### src/rtl/sha256_pkg.sv
// Shared SHA-256 definitions: message padder state encoding, block geometry
// constants and the standard initial hash value used by the compression core.
package sha256_pkg;

   typedef enum logic [1:0] {
      ST_FILL = 2'd0,
      ST_PAD  = 2'd1,
      ST_PAD2 = 2'd2,
      ST_EMIT = 2'd3
   } pad_state_t;

   localparam int          BLOCK_BYTES = 64;     // bytes per 512-bit block
   localparam int          LEN_OFS     = 56;     // first byte of the length field
   localparam logic [7:0]  PAD_BYTE    = 8'h80;  // leading '1' bit of the padding

   // H0..H7, H0 in the most significant word
   localparam logic [255:0] SHA256_IV = {
      32'h6a09e667, 32'hbb67ae85, 32'h3c6ef372, 32'ha54ff53a,
      32'h510e527f, 32'h9b05688c, 32'h1f83d9ab, 32'h5be0cd19
   };

endpackage

### src/rtl/sha256_msg_padder_if.sv
// Byte-stream input and padded-block output of the SHA-256 message padder.
// slave: the padder itself; master: whatever feeds bytes and consumes blocks.
interface sha256_msg_padder_if;
   logic         in_valid;
   logic         in_ready;
   logic [7:0]   in_data;
   logic         in_last;
   logic         blk_valid;
   logic         blk_ready;
   logic [511:0] blk_words;
   logic         blk_first;
   logic         blk_last;

   modport slave (
      input  in_valid, in_data, in_last, blk_ready,
      output in_ready, blk_valid, blk_words, blk_first, blk_last
   );

   modport master (
      output in_valid, in_data, in_last, blk_ready,
      input  in_ready, blk_valid, blk_words, blk_first, blk_last
   );
endinterface

### src/rtl/sha256_msg_padder.sv
// SHA-256 message padder: collects bytes into a 64-byte block buffer, appends
// the 0x80 marker, zero fill and the 64-bit big-endian bit length, and hands
// blocks (w0 in [511:480]) to the compression core together with first/last
// flags. Optional block/message counters are enabled by SHA256_PAD_BLKCNT_EN.
module sha256_msg_padder
   import sha256_pkg::*;
#(
   parameter int LEN_W = 64
) (
   input  logic                 clk,
   input  logic                 reset,
   sha256_msg_padder_if.slave   bus
`ifdef SHA256_PAD_BLKCNT_EN
   ,
   output logic [15:0]          blk_count,
   output logic [15:0]          msg_count
`endif
);

   pad_state_t         state_reg,    state_next;
   logic [511:0]       buf_reg,      buf_next;
   logic [6:0]         p_reg,        p_next;       // 0..64, next byte slot
   logic [LEN_W-1:0]   bitlen_reg,   bitlen_next;
   logic               first_reg,    first_next;
   logic               last_reg,     last_next;
   logic               need_len_reg, need_len_next; // length goes in an extra block
   logic               pad80_reg,    pad80_next;    // extra block also carries 0x80

   logic [63:0]        len64;
   logic               wr_en;
   logic [6:0]         wr_idx;
   logic [7:0]         wr_val;
   logic               blk_hs;

   assign blk_hs = (state_reg == ST_EMIT) && bus.blk_ready;

   // Length field is the bit counter zero-extended to 64 bits
   always_comb begin
      len64 = 64'(bitlen_reg);
   end

   // Next-state logic: byte capture, padding insertion and block hand-over
   always_comb begin
      state_next    = state_reg;
      buf_next      = buf_reg;
      p_next        = p_reg;
      bitlen_next   = bitlen_reg;
      first_next    = first_reg;
      last_next     = last_reg;
      need_len_next = need_len_reg;
      pad80_next    = pad80_reg;
      wr_en         = 1'b0;
      wr_idx        = p_reg;
      wr_val        = PAD_BYTE;

      case (state_reg)
         ST_FILL: begin
            if (bus.in_valid) begin
               wr_en       = 1'b1;
               wr_val      = bus.in_data;
               p_next      = p_reg + 7'd1;
               bitlen_next = bitlen_reg + LEN_W'(8);
               if (bus.in_last) begin
                  state_next = ST_PAD;
               end else if (p_reg == 7'(BLOCK_BYTES - 1)) begin
                  state_next = ST_EMIT;
               end
            end
         end

         ST_PAD: begin
            if (p_reg < 7'(LEN_OFS)) begin
               // marker and length both fit: this is the final block
               wr_en          = 1'b1;
               buf_next[63:0] = len64;
               last_next      = 1'b1;
               need_len_next  = 1'b0;
               pad80_next     = 1'b0;
            end else if (p_reg < 7'(BLOCK_BYTES)) begin
               // marker fits, length spills into one more block
               wr_en          = 1'b1;
               last_next      = 1'b0;
               need_len_next  = 1'b1;
               pad80_next     = 1'b0;
            end else begin
               // block completely full: marker and length both spill
               last_next      = 1'b0;
               need_len_next  = 1'b1;
               pad80_next     = 1'b1;
            end
            state_next = ST_EMIT;
         end

         ST_EMIT: begin
            if (bus.blk_ready) begin
               buf_next = '0;
               p_next   = 7'd0;
               if (last_reg) begin
                  first_next    = 1'b1;
                  bitlen_next   = '0;
                  last_next     = 1'b0;
                  need_len_next = 1'b0;
                  pad80_next    = 1'b0;
                  state_next    = ST_FILL;
               end else if (need_len_reg) begin
                  state_next = ST_PAD2;
               end else begin
                  first_next = 1'b0;
                  state_next = ST_FILL;
               end
            end
         end

         ST_PAD2: begin
            buf_next = '0;
            if (pad80_reg) begin
               buf_next[511:504] = PAD_BYTE;
            end
            buf_next[63:0] = len64;
            last_next      = 1'b1;
            first_next     = 1'b0;
            need_len_next  = 1'b0;
            pad80_next     = 1'b0;
            state_next     = ST_EMIT;
         end

         default: begin
            state_next = ST_FILL;
         end
      endcase

      // Byte-lane write decode; lane 0 sits in the top byte of w0
      if (wr_en) begin
         for (int i = 0; i < BLOCK_BYTES; i++) begin
            if (wr_idx == 7'(i)) begin
               buf_next[511 - 8*i -: 8] = wr_val;
            end
         end
      end
   end

   // State and datapath registers
   always_ff @(posedge clk or posedge reset) begin
      if (reset) begin
         state_reg    <= ST_FILL;
         buf_reg      <= '0;
         p_reg        <= 7'd0;
         bitlen_reg   <= '0;
         first_reg    <= 1'b1;
         last_reg     <= 1'b0;
         need_len_reg <= 1'b0;
         pad80_reg    <= 1'b0;
      end else begin
         state_reg    <= state_next;
         buf_reg      <= buf_next;
         p_reg        <= p_next;
         bitlen_reg   <= bitlen_next;
         first_reg    <= first_next;
         last_reg     <= last_next;
         need_len_reg <= need_len_next;
         pad80_reg    <= pad80_next;
      end
   end

   assign bus.in_ready  = (state_reg == ST_FILL);
   assign bus.blk_valid = (state_reg == ST_EMIT);
   assign bus.blk_words = buf_reg;
   assign bus.blk_first = first_reg;
   assign bus.blk_last  = last_reg;

`ifdef SHA256_PAD_BLKCNT_EN
   // Count blocks handed over and messages completed since reset
   always_ff @(posedge clk or posedge reset) begin
      if (reset) begin
         blk_count <= 16'd0;
         msg_count <= 16'd0;
      end else if (blk_hs) begin
         blk_count <= blk_count + 16'd1;
         if (last_reg) begin
            msg_count <= msg_count + 16'd1;
         end
      end
   end
`else
   logic unused_hs;
   assign unused_hs = blk_hs;
`endif

endmodule

### src/flat_wrapper.sv
// flat-port wrapper written by rule: the top's interface ports become plain ports
module sha256_msg_padder_flat import sha256_pkg::*;
#(
   parameter int LEN_W = 64
)
  (clk, reset, bus_in_valid, bus_in_data, bus_in_last, bus_blk_ready, bus_in_ready, bus_blk_valid, bus_blk_words, bus_blk_first, bus_blk_last);
  sha256_msg_padder_if bus_i ();
  input  logic clk;
  input  logic reset;
  input wire logic [$bits(bus_i.in_valid)-1:0] bus_in_valid;
  input wire logic [$bits(bus_i.in_data)-1:0] bus_in_data;
  input wire logic [$bits(bus_i.in_last)-1:0] bus_in_last;
  input wire logic [$bits(bus_i.blk_ready)-1:0] bus_blk_ready;
  output wire logic [$bits(bus_i.in_ready)-1:0] bus_in_ready;
  output wire logic [$bits(bus_i.blk_valid)-1:0] bus_blk_valid;
  output wire logic [$bits(bus_i.blk_words)-1:0] bus_blk_words;
  output wire logic [$bits(bus_i.blk_first)-1:0] bus_blk_first;
  output wire logic [$bits(bus_i.blk_last)-1:0] bus_blk_last;
  assign bus_i.in_valid = bus_in_valid;
  assign bus_i.in_data = bus_in_data;
  assign bus_i.in_last = bus_in_last;
  assign bus_i.blk_ready = bus_blk_ready;
  assign bus_in_ready = bus_i.in_ready;
  assign bus_blk_valid = bus_i.blk_valid;
  assign bus_blk_words = bus_i.blk_words;
  assign bus_blk_first = bus_i.blk_first;
  assign bus_blk_last = bus_i.blk_last;
  sha256_msg_padder #(.LEN_W(LEN_W)) u_core (.clk(clk), .reset(reset), .bus(bus_i));
endmodule
### config.mk
export PLATFORM = sky130hd
export DESIGN_NAME = sha256_msg_padder_flat
export DESIGN_NICKNAME = d
export VERILOG_FILES = /design/src/rtl/sha256_pkg.sv /design/src/rtl/sha256_msg_padder_if.sv /design/src/rtl/sha256_msg_padder.sv /design/src/flat_wrapper.sv
export SDC_FILE = /design/constraint.sdc
export NUM_CORES = 1
export LEC_CHECK = 0
export CAP_MARGIN = 20
export CORE_UTILIZATION = 55
export DETAILED_ROUTE_END_ITERATION = 10
export PLACE_DENSITY = 0.85
export SYNTH_ARGS = -nofsm -noshare
export SYNTH_HDL_FRONTEND = slang
export SYNTH_SLANG_ARGS = --single-unit
### constraint.sdc
create_clock -name clk -period 35 [get_ports clk]
set_input_delay 7 -clock clk [delete_from_list [all_inputs] [get_ports clk]]
set_output_delay 7 -clock clk [all_outputs]
set_load 0.01 [all_outputs]
# Yosys cells after proc, flatten, opt, wreduce, memory -nomap -nowiden
# Cells that the tools add are included.
# totals
reg_bits	589
input_bits	13
out_inout_bits	516
elab_cells	199
# op_classes
addsub	2
n_lt_le_gt_ge	2
n_eq_ne	71
mux	104
reduce_logical	12
# op_table
operator	count
2-to-1 mux 512 bit	2
case mux 448 bit (2 select lines)	1
2-to-1 mux 8 bit	67
2-to-1 mux 64 bit	4
== test 7 x 6 -> 1 bit (second input constant)	32
case mux 64 bit (3 select lines)	1
case mux 64 bit (2 select lines)	1
== test 7 x 5 -> 1 bit (second input constant)	16
adder 64 x 4 -> 64 bit (second input constant)	1
== test 7 x 4 -> 1 bit (second input constant)	8
== test 7 x 3 -> 1 bit (second input constant)	4
== test 7 x 2 -> 1 bit (second input constant)	2
2-to-1 mux 7 bit	2
case mux 7 bit (2 select lines)	1
2-to-1 mux 1 bit	13
2-to-1 mux 2 bit	6
AND reduction 3 bit	4
case mux 1 bit (3 select lines)	3
adder 7 x 1 -> 7 bit (second input constant)	1
== test 7 x 1 -> 1 bit (second input constant)	1
zero test 7 bit	1
less-than comparator 7 x 6 -> 1 bit (second input constant)	1
less-than comparator 7 bit (second input constant)	1
inequality test 3 x 2 -> 1 bit (second input constant)	2
other kinds (12)	16

# Depth between registers and ports, before layout
# depth
ltp_word	5
mapped_depth	10

# Worst setup path before layout
# Ideal clock, no wire load.
# synth_path
path_type	in2reg
from	in bus_in_valid
to	reg u_core.bitlen_reg[52]
arrival_time_ns	8.462
required_time_ns	34.934
path_slack_ns	26.472
cell_stages	6
n_path_buf	1
path_cell_list	mux2i_2 -> or2_2 -> clkbuf_2 -> nor2_1 -> or4_1 -> nand2_1
# synth_via
elab_chain_len	2
# synth_lines
element	line	source
start, declared	flat_wrapper.sv:10	input wire logic [$bits(bus_i.in_valid)-1:0] bus_in_valid;
inequality test 2 bit (no line)	-	
AND reduction 4 bit (no line)	-	
end signal, assigned	sha256_msg_padder.sv:157	bitlen_reg <= bitlen_next;
end, declared	sha256_msg_padder.sv:23	logic [LEN_W-1:0] bitlen_reg, bitlen_next;
# Every way passes these cells.
# A chain may end at the register's enable or synchronous reset.

==> impl_results.md <==
* Startpoint types: input port
* Largest net degree at the start of global routing at 270
* CP startpoint: reset
* Hold WC Path Type: reg -> reg
* Max_cap viols at 0
* Setup Buffers After CTS at 0
* #FFs+latches synth at just under 600
* Worst Setup End Kind: async pin
* CTS Buf Count at 58
* Hold path startpoint: u_core.bus.blk_words[505]$_DFF_PP0_
* Worst Skew at approximately 0.013 ns
* Clk pin slew, worst setup/hold paths at 0.06 ns
* Core ar. at 0.04441 mm²
* LEAKAGE at 15.38 nW
* CTS max path bufs at 3
* GRT overflow at 0
* Fin crit share at 30.90%
* Synth top area share at 58.93%
* Area contributors post-synth: dfrtp_1 59%, mux2i_1 12%, nand2_1 7.5%
* Distinct cells, synth at 64
* Share of cells above drive strength 1 at 6.638%
* Relative slew slack at around 13%
* Skew-Pair Late Insertion Delay at 0.61 ns
* Largest fanout on the critical path at between 100 and 150
* DRC Markers at 0
* Number of flip-flops in the largest register at around 510
* Reg2reg start: u_core.state_reg[1]$_DFFE_PP0P_
* RSZ-0062 raised after global routing: false
* GRT Util Overall at 36.46%
* DRC marker count from the first detailed-route iteration at 2446
* Critical Path RT at 35.76 ns
* Number of global-route vias before repair at 20820
* CTS tree: yes
* Gpl congestion at 0.9208
* Crit path kind: in -> async
* Max rail drop VDD at between 0.00008 and 0.00009 V
* Row cnt at 77
* Commonest non-fill, non-tap cell in the layout: dfrtp_1
* Initial Util at 55.93%
* CTS Root Cell: clkbuf_16
* Post-cts sizing count at 0
* Pre-antenna DRT Iters at 6
* WL/cell at 25.17 µm
* Post-Syn Instances at 2285
* Final hold vios at 0
* Die Y-Extent at between 200 and 250 µm
* Power per cell area at 51.81 mW/mm²
* Post-route setup TNS at 0 ns
* DP HPWL at roughly 55000 µm
* Total wire length at 85080 µm
* Synth async-reset ratio at 100.0%
* Commonest cells after routing, fill and taps aside: 585 x dfrtp_1, 528 x clkdlybuf4s50_1, 492 x nand2_1
* Cell accounting for the most synthesized area: dfrtp_1
* Hold Buf Count CTS at 0
* Routed Antenna Nets at 0
* Mapped Nets at 2309
* Post-layout nets at ~2800
* Area Overhead vs Synth at 31.64%
* I/O Buffers at 528
* Design Area, Final at 0.03270 mm²
* Sequential-to-total area share from yosys stat at 59.03%
* EDFF count, synth at 0
* Mapped Area at 0.02484 mm²
* Yosys warns at 0
* # clock sinks at approximately 590
* Max Transition Viols Final at 0
* CTS HTree Levels at 2
* Die Footprint at 0.04602 mm²
* Num ports at between 500 and 600
* Ys flop type: dfrtp_1
* Die width at 214.5 µm
* Post-layout minimum cycle time at 10.81 ns
* Vias per std cell at between 6 and 7
* First-pass GRT wire length at 127800 µm
* DP Area at 0.03049 mm²
* Fmax at 92.47 MHz
* Outcome: completed
* WHS at around 0.49 ns
* Tightest Pin Transition at 1.299 ns
* Setup violations, final at 0
* Critical path data arrival time at roughly 12 ns
* Avg Inst Size Synth at 10.87 µm²
* Via count at 20670
* Initial antenna violation count at 1
-- final cells by class --
| cell class | count | area, µm² |
|---|---|---|
| Tap cell | 592 | 740.7 |
| Multi-Input combinational cell | 1528 | 9569 |
| Antenna cell | 1 | 2.502 |
| Sequential cell | 586 | 14670 |
| Timing Repair Buffer | 556 | 5578 |
| Fill cell | 2926 | 11710 |
| Clock inverter | 22 | 325.3 |
| Clock buffer | 87 | 1784 |
| Inverter | 8 | 37.54 |
-- worst max-delay path, cell delays in order --
cell	delay (ns)
clkdlybuf4s50_1	0.50
inv_8	0.64
buf_4	0.86
buf_4	0.87
buf_4	0.73
buf_4	0.38
buf_16	0.35
-- where the power goes --
part           leakage, nW  internal (mW)  total (mW)  switching (mW)
sequential            8.17          0.688       0.699          0.0110
combinational         6.16         0.0597       0.313           0.253
clock                 1.04          0.411       0.683           0.272
-- Yosys cell counts, types with 4 or more instances --
library cell	count
dfrtp_1	585
nand2_1	499
mux2i_1	310
clkbuf_1	132
nor2_1	120
o21ai_0	95
nand3_1	71
a21oi_1	63
a22oi_1	43
a221o_1	38
nand4_1	28
nor3_1	23
or3_1	23
xor2_1	22
a31o_2	21
a221oi_1	18
and2_1	17
buf_2	15
buf_1	14
and3_1	12
ha_1	11
nor2_2	11
o31ai_1	10
or4_1	9
a32oi_1	8
inv_1	8
xnor2_1	6
a31oi_1	5
o2bb2ai_1	5
and4_1	4
nand2b_1	4
nor2b_1	4
o21a_1	4
-- layer usage --
metal | vias up | routed length [µm] | global-route usage, %
met4 | 0 | 4056 | 18.10
li1 | 8861 | - | -
met5 | - | 0 | 0
met1 | 10310 | 32200 | 46.31
met3 | 247 | 9024 | 10.99
met2 | 1251 | 39800 | 57.06
-- metrics by stage --
stage,setup WS [ns],utilization [%],power [mW],instances
after floorplan,11.60,-,0.9102,2285
after detailed placement,23.00,68.64,1.013,3265
final,24.19,73.63,1.694,3380
after global routing,23.62,73.63,1.744,3379
after global placement,23.16,68.62,1.005,3264
after CTS,23.66,73.39,1.689,3374
-- kinds of logic (layout without fill, tap and decap cells) --
family	after synthesis	after routing	share of synthesized area, %
multiplexers	312	312	12.59
AO/OA/AOI/OAI	333	333	9.172
adder cells (fa/ha/maj)	11	11	0.5540
XOR/XNOR	28	28	0.9871
flip-flops	586	586	59.03
AND/OR/NAND/NOR	844	844	14.99
buffers and inverters	171	673	2.669
other	0	1	0
-- path summary, 6_finish.rpt --
kind                                                             to  slack [ns]  cells past startpoint
worst max-delay path            u_core.bus.blk_words[337]$_DFF_PP0_       24.19                      7
worst min-delay path            u_core.bus.blk_words[505]$_DFF_PP0_        0.49                      1
worst max register to register  u_core.bus.blk_words[507]$_DFF_PP0_       31.46                      6
worst min register to register  u_core.bus.blk_words[505]$_DFF_PP0_        0.49                      1
max in group clk                u_core.bus.blk_words[507]$_DFF_PP0_       25.65                      6
min in group asynchronous       u_core.bus.blk_words[120]$_DFF_PP0_        6.97                      2
(Power assumes the default switching activity.)
